$ cat config.mk
export PLATFORM = sky130hd
export DESIGN_NAME = csr_file
export DESIGN_NICKNAME = d
export VERILOG_FILES = /design/src/rtl/csr_file.sv
export SDC_FILE = /design/constraint.sdc
export NUM_CORES = 1
export LEC_CHECK = 0
export ABC_AREA = 1
export BUFFER_PORTS_ARGS = -buffer_cell sky130_fd_sc_hd__buf_2
export CAP_MARGIN = 20
export CORE_UTILIZATION = 52
export DETAILED_ROUTE_END_ITERATION = 12
export PLACE_DENSITY = 0.86
export SYNTH_ARGS = -nofsm -noshare
export SYNTH_HDL_FRONTEND = slang
export SYNTH_SLANG_ARGS = --single-unit
export TNS_END_PERCENT = 30
$ cat constraint.sdc
create_clock -name clk -period 9.5 [get_ports clk]
set_clock_uncertainty 0.15 [all_clocks]
set_input_delay 2.375 -clock clk [delete_from_list [all_inputs] [get_ports clk]]
set_output_delay 2.375 -clock clk [all_outputs]
set_load 0.05 [all_outputs]
$ cat src/rtl/csr_file.sv
// csr_file: machine-mode CSR register file that sits in EX beside the ALU.
//
// Handles the decode stage's CSR bundle: CSRRW/CSRRS/CSRRC read-modify-write,
// ECALL trap entry and MRET return. It also feeds mtvec/mepc to the PC mux.
//
// Implemented CSRs:
//   mstatus  0x300  only MIE[3] and MPIE[7] are stored; all other bits read 0
//   mtvec    0x305
//   mscratch 0x340
//   mepc     0x341  bits [1:0] are forced to 0
//   mcause   0x342
//
// Optional feature (macro CSR_COUNTERS_EN):
//   Adds mcycle 0xB00 and minstret 0xB02. Both are XLEN wide and wrap to 0.
//   mcycle counts every cycle, including stalls. minstret counts unstalled retires.
//   A same-cycle CSR write to a counter takes priority over its increment.
//   When the macro is undefined, 0xB00/0xB02 are unimplemented.
//
// Ports:
//   clk, rst          clock; asynchronous active-high reset
//   stall             pipeline hold; blocks every update except mcycle
//   csr_read_index    address for csr_rdata
//   csr_write_index   address for operand writes
//   csr_write         write enable
//   csr_write_source  00 operand, 01 trap entry (pc_in), 1x reserved (no write)
//   csr_how           00 write, 01 set, 10 clear, 11 no write
//   csr_wdata         rs1 value
//   pc_in             PC of the instruction in EX
//   mret              MRET in EX
//   instr_retire      an instruction retires this cycle
//   csr_rdata         combinational read, returns the pre-write value
//   csr_illegal       read index unimplemented, or operand write to an unimplemented index
//   mie_out           mstatus.MIE
//   mtvec_o, mepc_o   trap vector and return address for the PC mux
module csr_file #(
  parameter int unsigned     XLEN        = 32,
  parameter logic [XLEN-1:0] MTVEC_RESET = '0,
  parameter logic [XLEN-1:0] ECALL_CAUSE = XLEN'(11)
) (
  input  logic            clk,
  input  logic            rst,
  input  logic            stall,
  input  logic [11:0]     csr_read_index,
  input  logic [11:0]     csr_write_index,
  input  logic            csr_write,
  input  logic [1:0]      csr_write_source,
  input  logic [1:0]      csr_how,
  input  logic [XLEN-1:0] csr_wdata,
  input  logic [XLEN-1:0] pc_in,
  input  logic            mret,
  input  logic            instr_retire,
  output logic [XLEN-1:0] csr_rdata,
  output logic            csr_illegal,
  output logic            mie_out,
  output logic [XLEN-1:0] mtvec_o,
  output logic [XLEN-1:0] mepc_o
);

  localparam logic [11:0] AddrMstatus  = 12'h300;
  localparam logic [11:0] AddrMtvec    = 12'h305;
  localparam logic [11:0] AddrMscratch = 12'h340;
  localparam logic [11:0] AddrMepc     = 12'h341;
  localparam logic [11:0] AddrMcause   = 12'h342;
`ifdef CSR_COUNTERS_EN
  localparam logic [11:0] AddrMcycle   = 12'hB00;
  localparam logic [11:0] AddrMinstret = 12'hB02;
`endif

  localparam int unsigned MieBit  = 3;
  localparam int unsigned MpieBit = 7;

  localparam logic [1:0] SrcOperand = 2'b00;
  localparam logic [1:0] SrcTrap    = 2'b01;

  localparam logic [1:0] HowWrite = 2'b00;
  localparam logic [1:0] HowSet   = 2'b01;
  localparam logic [1:0] HowClear = 2'b10;
  localparam logic [1:0] HowNone  = 2'b11;

  // mepc always holds a 4-byte-aligned address.
  localparam logic [XLEN-1:0] MepcMask = ~XLEN'(3);

  // State
  logic            mie_q, mie_d;
  logic            mpie_q, mpie_d;
  logic [XLEN-1:0] mtvec_q, mtvec_d;
  logic [XLEN-1:0] mscratch_q, mscratch_d;
  logic [XLEN-1:0] mepc_q, mepc_d;
  logic [XLEN-1:0] mcause_q, mcause_d;
`ifdef CSR_COUNTERS_EN
  logic [XLEN-1:0] mcycle_q, mcycle_d;
  logic [XLEN-1:0] minstret_q, minstret_d;
`endif

  logic [XLEN-1:0] mstatus_val;
  logic            rd_impl;
  logic            wr_impl;
  logic [XLEN-1:0] wr_old;
  logic [XLEN-1:0] wr_new;
  logic            op_wr_en;
  logic            trap_en;
  logic            mret_en;

  // mstatus assembled from its two stored bits.
  always_comb begin
    mstatus_val          = '0;
    mstatus_val[MieBit]  = mie_q;
    mstatus_val[MpieBit] = mpie_q;
  end

  // Read port. It is purely combinational, so a same-cycle write is not visible yet.
  always_comb begin
    rd_impl   = 1'b1;
    csr_rdata = '0;
    case (csr_read_index)
      AddrMstatus:  csr_rdata = mstatus_val;
      AddrMtvec:    csr_rdata = mtvec_q;
      AddrMscratch: csr_rdata = mscratch_q;
      AddrMepc:     csr_rdata = mepc_q;
      AddrMcause:   csr_rdata = mcause_q;
`ifdef CSR_COUNTERS_EN
      AddrMcycle:   csr_rdata = mcycle_q;
      AddrMinstret: csr_rdata = minstret_q;
`endif
      default:      rd_impl   = 1'b0;
    endcase
  end

  // Old value at the write index, used for set/clear.
  always_comb begin
    wr_impl = 1'b1;
    wr_old  = '0;
    case (csr_write_index)
      AddrMstatus:  wr_old  = mstatus_val;
      AddrMtvec:    wr_old  = mtvec_q;
      AddrMscratch: wr_old  = mscratch_q;
      AddrMepc:     wr_old  = mepc_q;
      AddrMcause:   wr_old  = mcause_q;
`ifdef CSR_COUNTERS_EN
      AddrMcycle:   wr_old  = mcycle_q;
      AddrMinstret: wr_old  = minstret_q;
`endif
      default:      wr_impl = 1'b0;
    endcase
  end

  always_comb begin
    wr_new = wr_old;
    case (csr_how)
      HowWrite: wr_new = csr_wdata;
      HowSet:   wr_new = wr_old | csr_wdata;
      HowClear: wr_new = wr_old & ~csr_wdata;
      default:  wr_new = wr_old;
    endcase
  end

  // Reserved write sources and csr_how=11 fall through as no-ops.
  assign op_wr_en = csr_write & (csr_write_source == SrcOperand) & (csr_how != HowNone) &
                    wr_impl & ~stall;
  assign trap_en  = csr_write & (csr_write_source == SrcTrap) & ~stall;
  assign mret_en  = mret & ~stall;

  assign csr_illegal = ~rd_impl |
                       (csr_write & (csr_write_source == SrcOperand) & ~wr_impl);

  // Next state. Order matters for mstatus: the operand write or trap entry is applied
  // first, and MRET then acts on that result.
  always_comb begin
    mie_d      = mie_q;
    mpie_d     = mpie_q;
    mtvec_d    = mtvec_q;
    mscratch_d = mscratch_q;
    mepc_d     = mepc_q;
    mcause_d   = mcause_q;

    if (op_wr_en) begin
      case (csr_write_index)
        AddrMstatus: begin
          mie_d  = wr_new[MieBit];
          mpie_d = wr_new[MpieBit];
        end
        AddrMtvec:    mtvec_d    = wr_new;
        AddrMscratch: mscratch_d = wr_new;
        AddrMepc:     mepc_d     = wr_new & MepcMask;
        AddrMcause:   mcause_d   = wr_new;
        default:      ;
      endcase
    end

    if (trap_en) begin
      mepc_d   = pc_in & MepcMask;
      mcause_d = ECALL_CAUSE;
      mpie_d   = mie_q;
      mie_d    = 1'b0;
    end

    if (mret_en) begin
      mie_d  = mpie_d;
      mpie_d = 1'b1;
    end
  end

`ifdef CSR_COUNTERS_EN
  // The increment runs first; a same-cycle CSR write then overrides it.
  always_comb begin
    mcycle_d   = mcycle_q + XLEN'(1);
    minstret_d = minstret_q + XLEN'(instr_retire & ~stall);
    if (op_wr_en && (csr_write_index == AddrMcycle)) begin
      mcycle_d = wr_new;
    end
    if (op_wr_en && (csr_write_index == AddrMinstret)) begin
      minstret_d = wr_new;
    end
  end

  always_ff @(posedge clk or posedge rst) begin
    if (rst) begin
      mcycle_q   <= '0;
      minstret_q <= '0;
    end else begin
      mcycle_q   <= mcycle_d;
      minstret_q <= minstret_d;
    end
  end
`else
  logic unused_retire;
  assign unused_retire = instr_retire;
`endif

  always_ff @(posedge clk or posedge rst) begin
    if (rst) begin
      mie_q      <= 1'b0;
      mpie_q     <= 1'b0;
      mtvec_q    <= MTVEC_RESET;
      mscratch_q <= '0;
      mepc_q     <= '0;
      mcause_q   <= '0;
    end else begin
      mie_q      <= mie_d;
      mpie_q     <= mpie_d;
      mtvec_q    <= mtvec_d;
      mscratch_q <= mscratch_d;
      mepc_q     <= mepc_d;
      mcause_q   <= mcause_d;
    end
  end

  assign mie_out = mie_q;
  assign mtvec_o = mtvec_q;
  assign mepc_o  = mepc_q;

endmodule

==> reports/metrics.yaml <==
sta:
  max_freq_ghz: 0.132
  setup-violations-final: 0
  rsz0062_at_grt: "no"
  finalHoldViolations: 0
  tightest_slew_ns: 0.979
  min_period_ns: 7.56
  slew_viol_final: 0
  max-slew-margin-rel_pct: 34.7
  setup_tns_ns: 0
  post-route-period-util_pct: 79.5
pwr:
  power_frac_comb_pct: 19.0
  clockPowerShare_pct: 41.0
  p_switching_mw: 0.473
  seqPwrFrac_pct: 40.0
  p_leak_nw: 4.86
  cell_internal_pwr_mw: 1.04
  switching_share_pct: 31.3
  irDropWorstVdd_uv: 116
  power.density_nw_per_um2: 163
cts:
  cts_resized: 0
  postCtsHoldBufs: 0
  cts_tree: "yes"
  post_cts_buffers: 0
  cts_buffer_depth: 2
  cts.sinks: 128
  cts_buffers: 17
  h-tree-depth: 4
  clk_latency_ns: 0.42
  root_buffer: "clkbuf_16"
  clkTransAtPathRegs_ns: 0.05
placed_design:
  place_inst: 1439
  hpwl_um: 15500
  place.port_buffers: 190
  gp_congestion: 0.876
layout:
  syn2layout_area_growth_pct: 19.6
  num-nets-final: 1372
  drive_above_1_share_pct: 19.8
  instances_no_fill: 1471
  antenna_cells: 0
route:
  drtPass1Iterations: 6
  drt_iter0_drc: 1030
  vias_per_cell: 5.93
  vias: 8722
  drtAntennaViolNets: 0
  drc: 0
  wire_per_inst_um: 17.4
  drt_wl_total_um: 25600
critical_path:
  r2r-end: "mtvec_o[2]"
  crit_path_start: "csr_read_index[5]"
  reg2reg_depth: 6
  reg2reg_slack_ns: 8.00
  r2r-start: "mtvec_o[2]"
  crit_required_ns: 6.98
  crit_type: "in2out"
  worstSetupStartpointType: "input pin"
  arrival_ns: 5.03
  cp-end-kind: "primary output"
  crit_fanout: 33
logic_synthesis:
  synthCells: 1120
  async_reset_ff_share_pct: 100
  yosys_most_used_dff: "dfrtp_1"
  yosysSeqAreaShare_pct: 41.3
  ys_seq_elements: 128
  postSynthAreaPerCell_um2: 6.93
  synth_edf_count: 0
  yosysUniqueCellTypes: 34
  syn_area_um2: 7760
  yosys_warnings: 0
global_routing:
  met3_usage_pct: 5.95
  overflow: 0
  met2_usage_pct: 51.7
  antenna_found_initial: 0
  grt_busiest_layer: "met2"
  grt_use_met1_pct: 43.8
  grt_max_degree: 76
  grt_pass1_vias: 7728
  grt_pass1_wl_um: 38600
  grt_usage_pct: 33.3
min_path:
  min_from: "mcause_q[16]"
  whs_path_depth: 2
  hold_path.class: "reg2reg"
  min_to: "mcause_q[16]"
floorplan:
  core_area_um2: 14500
  io_pins: 196
  row_count: 44
  dieHeight_um: 124
  fp.dieArea_um2: 15400
  initial_core_util_pct: 53.4
  die_w_um: 124
status:
  status: "complete, no violations"
run:
  maxCapViolCount: 0
## cell type report
type	instances	area, µm²
Inverter	191	722
Sequential cell	128	3200
Clock inverter	6	55.1
Clock buffer	26	499
Timing Repair Buffer	201	1030
Tap cell	184	230
Fill cell	1306	5260
Multi-Input combinational cell	735	3540
## power groups by stage
| stage | registers [mW] | clock network (mW) | logic, mW |
|---|---|---|---|
| detailed placement | 0.613 | 0 | 0.284 |
| CTS | 0.604 | 0.621 | 0.286 |
| finish | 0.604 | 0.619 | 0.288 |
| floorplan | 0.708 | 0 | 0.105 |
| global placement | 0.612 | 0 | 0.280 |
| global route | 0.608 | 0.647 | 0.312 |
## through the flow
step	util (%)	hold slack [ns]	instance area [µm²]	worst slack (ns)	power [mW]
6_report	63.8	0.332	9280	1.94	1.51
3_5_place_dp	60.0	0.316	8720	2.08	0.897
2_1_floorplan	-	0.299	7760	2.51	0.813
4_1_cts	63.8	0.332	9280	2.07	1.51
5_1_grt	63.8	0.353	9280	1.74	1.57
3_3_place_gp	60.0	0.315	8720	2.16	0.892
## synth_stat cells (2+ instances only)
cell type  number  area share (%)
o22ai_1        87             7.0
buf_1           3            0.15
buf_4           8            0.77
nor2_4          4            0.58
nand3_1        84             5.4
nand2_1       229              11
buf_6           2            0.29
o221ai_1        4            0.45
inv_1         184             8.9
nor2_8          2            0.52
inv_2           4            0.19
o21ai_1        49             3.2
clkbuf_1       32             1.5
or2_2           2            0.16
nand2_2         4            0.32
o21ai_0       154             9.9
nor2_1         88             4.3
clkinv_1        2           0.097
a21oi_1        11            0.71
nand4_1         3            0.24
nor2_2          3            0.24
o211ai_1        2            0.19
dfrtp_1       128              41
buf_2          21             1.4
## critical path, stage by stage
cell	delay, ns
buf_2	0.09
or2_2	0.32
nor4_1	0.41
nand3_2	0.85
o22ai_1	0.40
nor2_1	0.08
o21ai_0	0.15
buf_2	0.33
## worst max-delay path by stage
stage,slack (ns),endpoint
final,1.94,csr_rdata[30]
after CTS,2.07,csr_rdata[30]
after detailed placement,2.08,csr_rdata[30]
after floorplan,2.51,csr_rdata[10]
after global routing,1.74,csr_rdata[30]
after global placement,2.16,csr_rdata[30]
## logic make-up (layout without fill, tap and decap cells)
kind of cell	after synthesis	after routing	synth area share, %
other cells	1	2	0.0483
flops	128	128	41.3
buf+inv	258	424	13.4
compound gates	308	308	21.6
simple gates	425	425	23.7
## flip-flops by register name, summed over array words and instances (netlist names)
name	count
mscratch_q	32
mepc_o	30
mie_out	1
mtvec_o	32
mpie_q	1
mcause_q	32
## per-layer routing
| metal | part of all wire [%] | vias up |
|---|---|---|
| li1 | - | 3968 |
| met1 | 38 | 3965 |
| met2 | 45 | 672 |
| met3 | 12 | 117 |
| met4 | 4.4 | 0 |
| met5 | 0 | - |
## placed cells by master, fill, tap and decap left out, types with 3 or more instances in the layout
master     count
nand2_1      229
buf_2        190
inv_1        183
o21ai_0      154
dfrtp_1      128
nor2_1        88
o22ai_1       87
nand3_1       82
o21ai_1       49
clkbuf_16     17
a21oi_1       11
buf_4         11
clkbuf_1       5
clkinv_2       5
o221ai_1       4
inv_2          4
nor2_4         4
nand2_2        4
clkbuf_8       4
nand4_1        3
nor2_2         3
nand3_2        3
(Power assumes the default switching activity.)
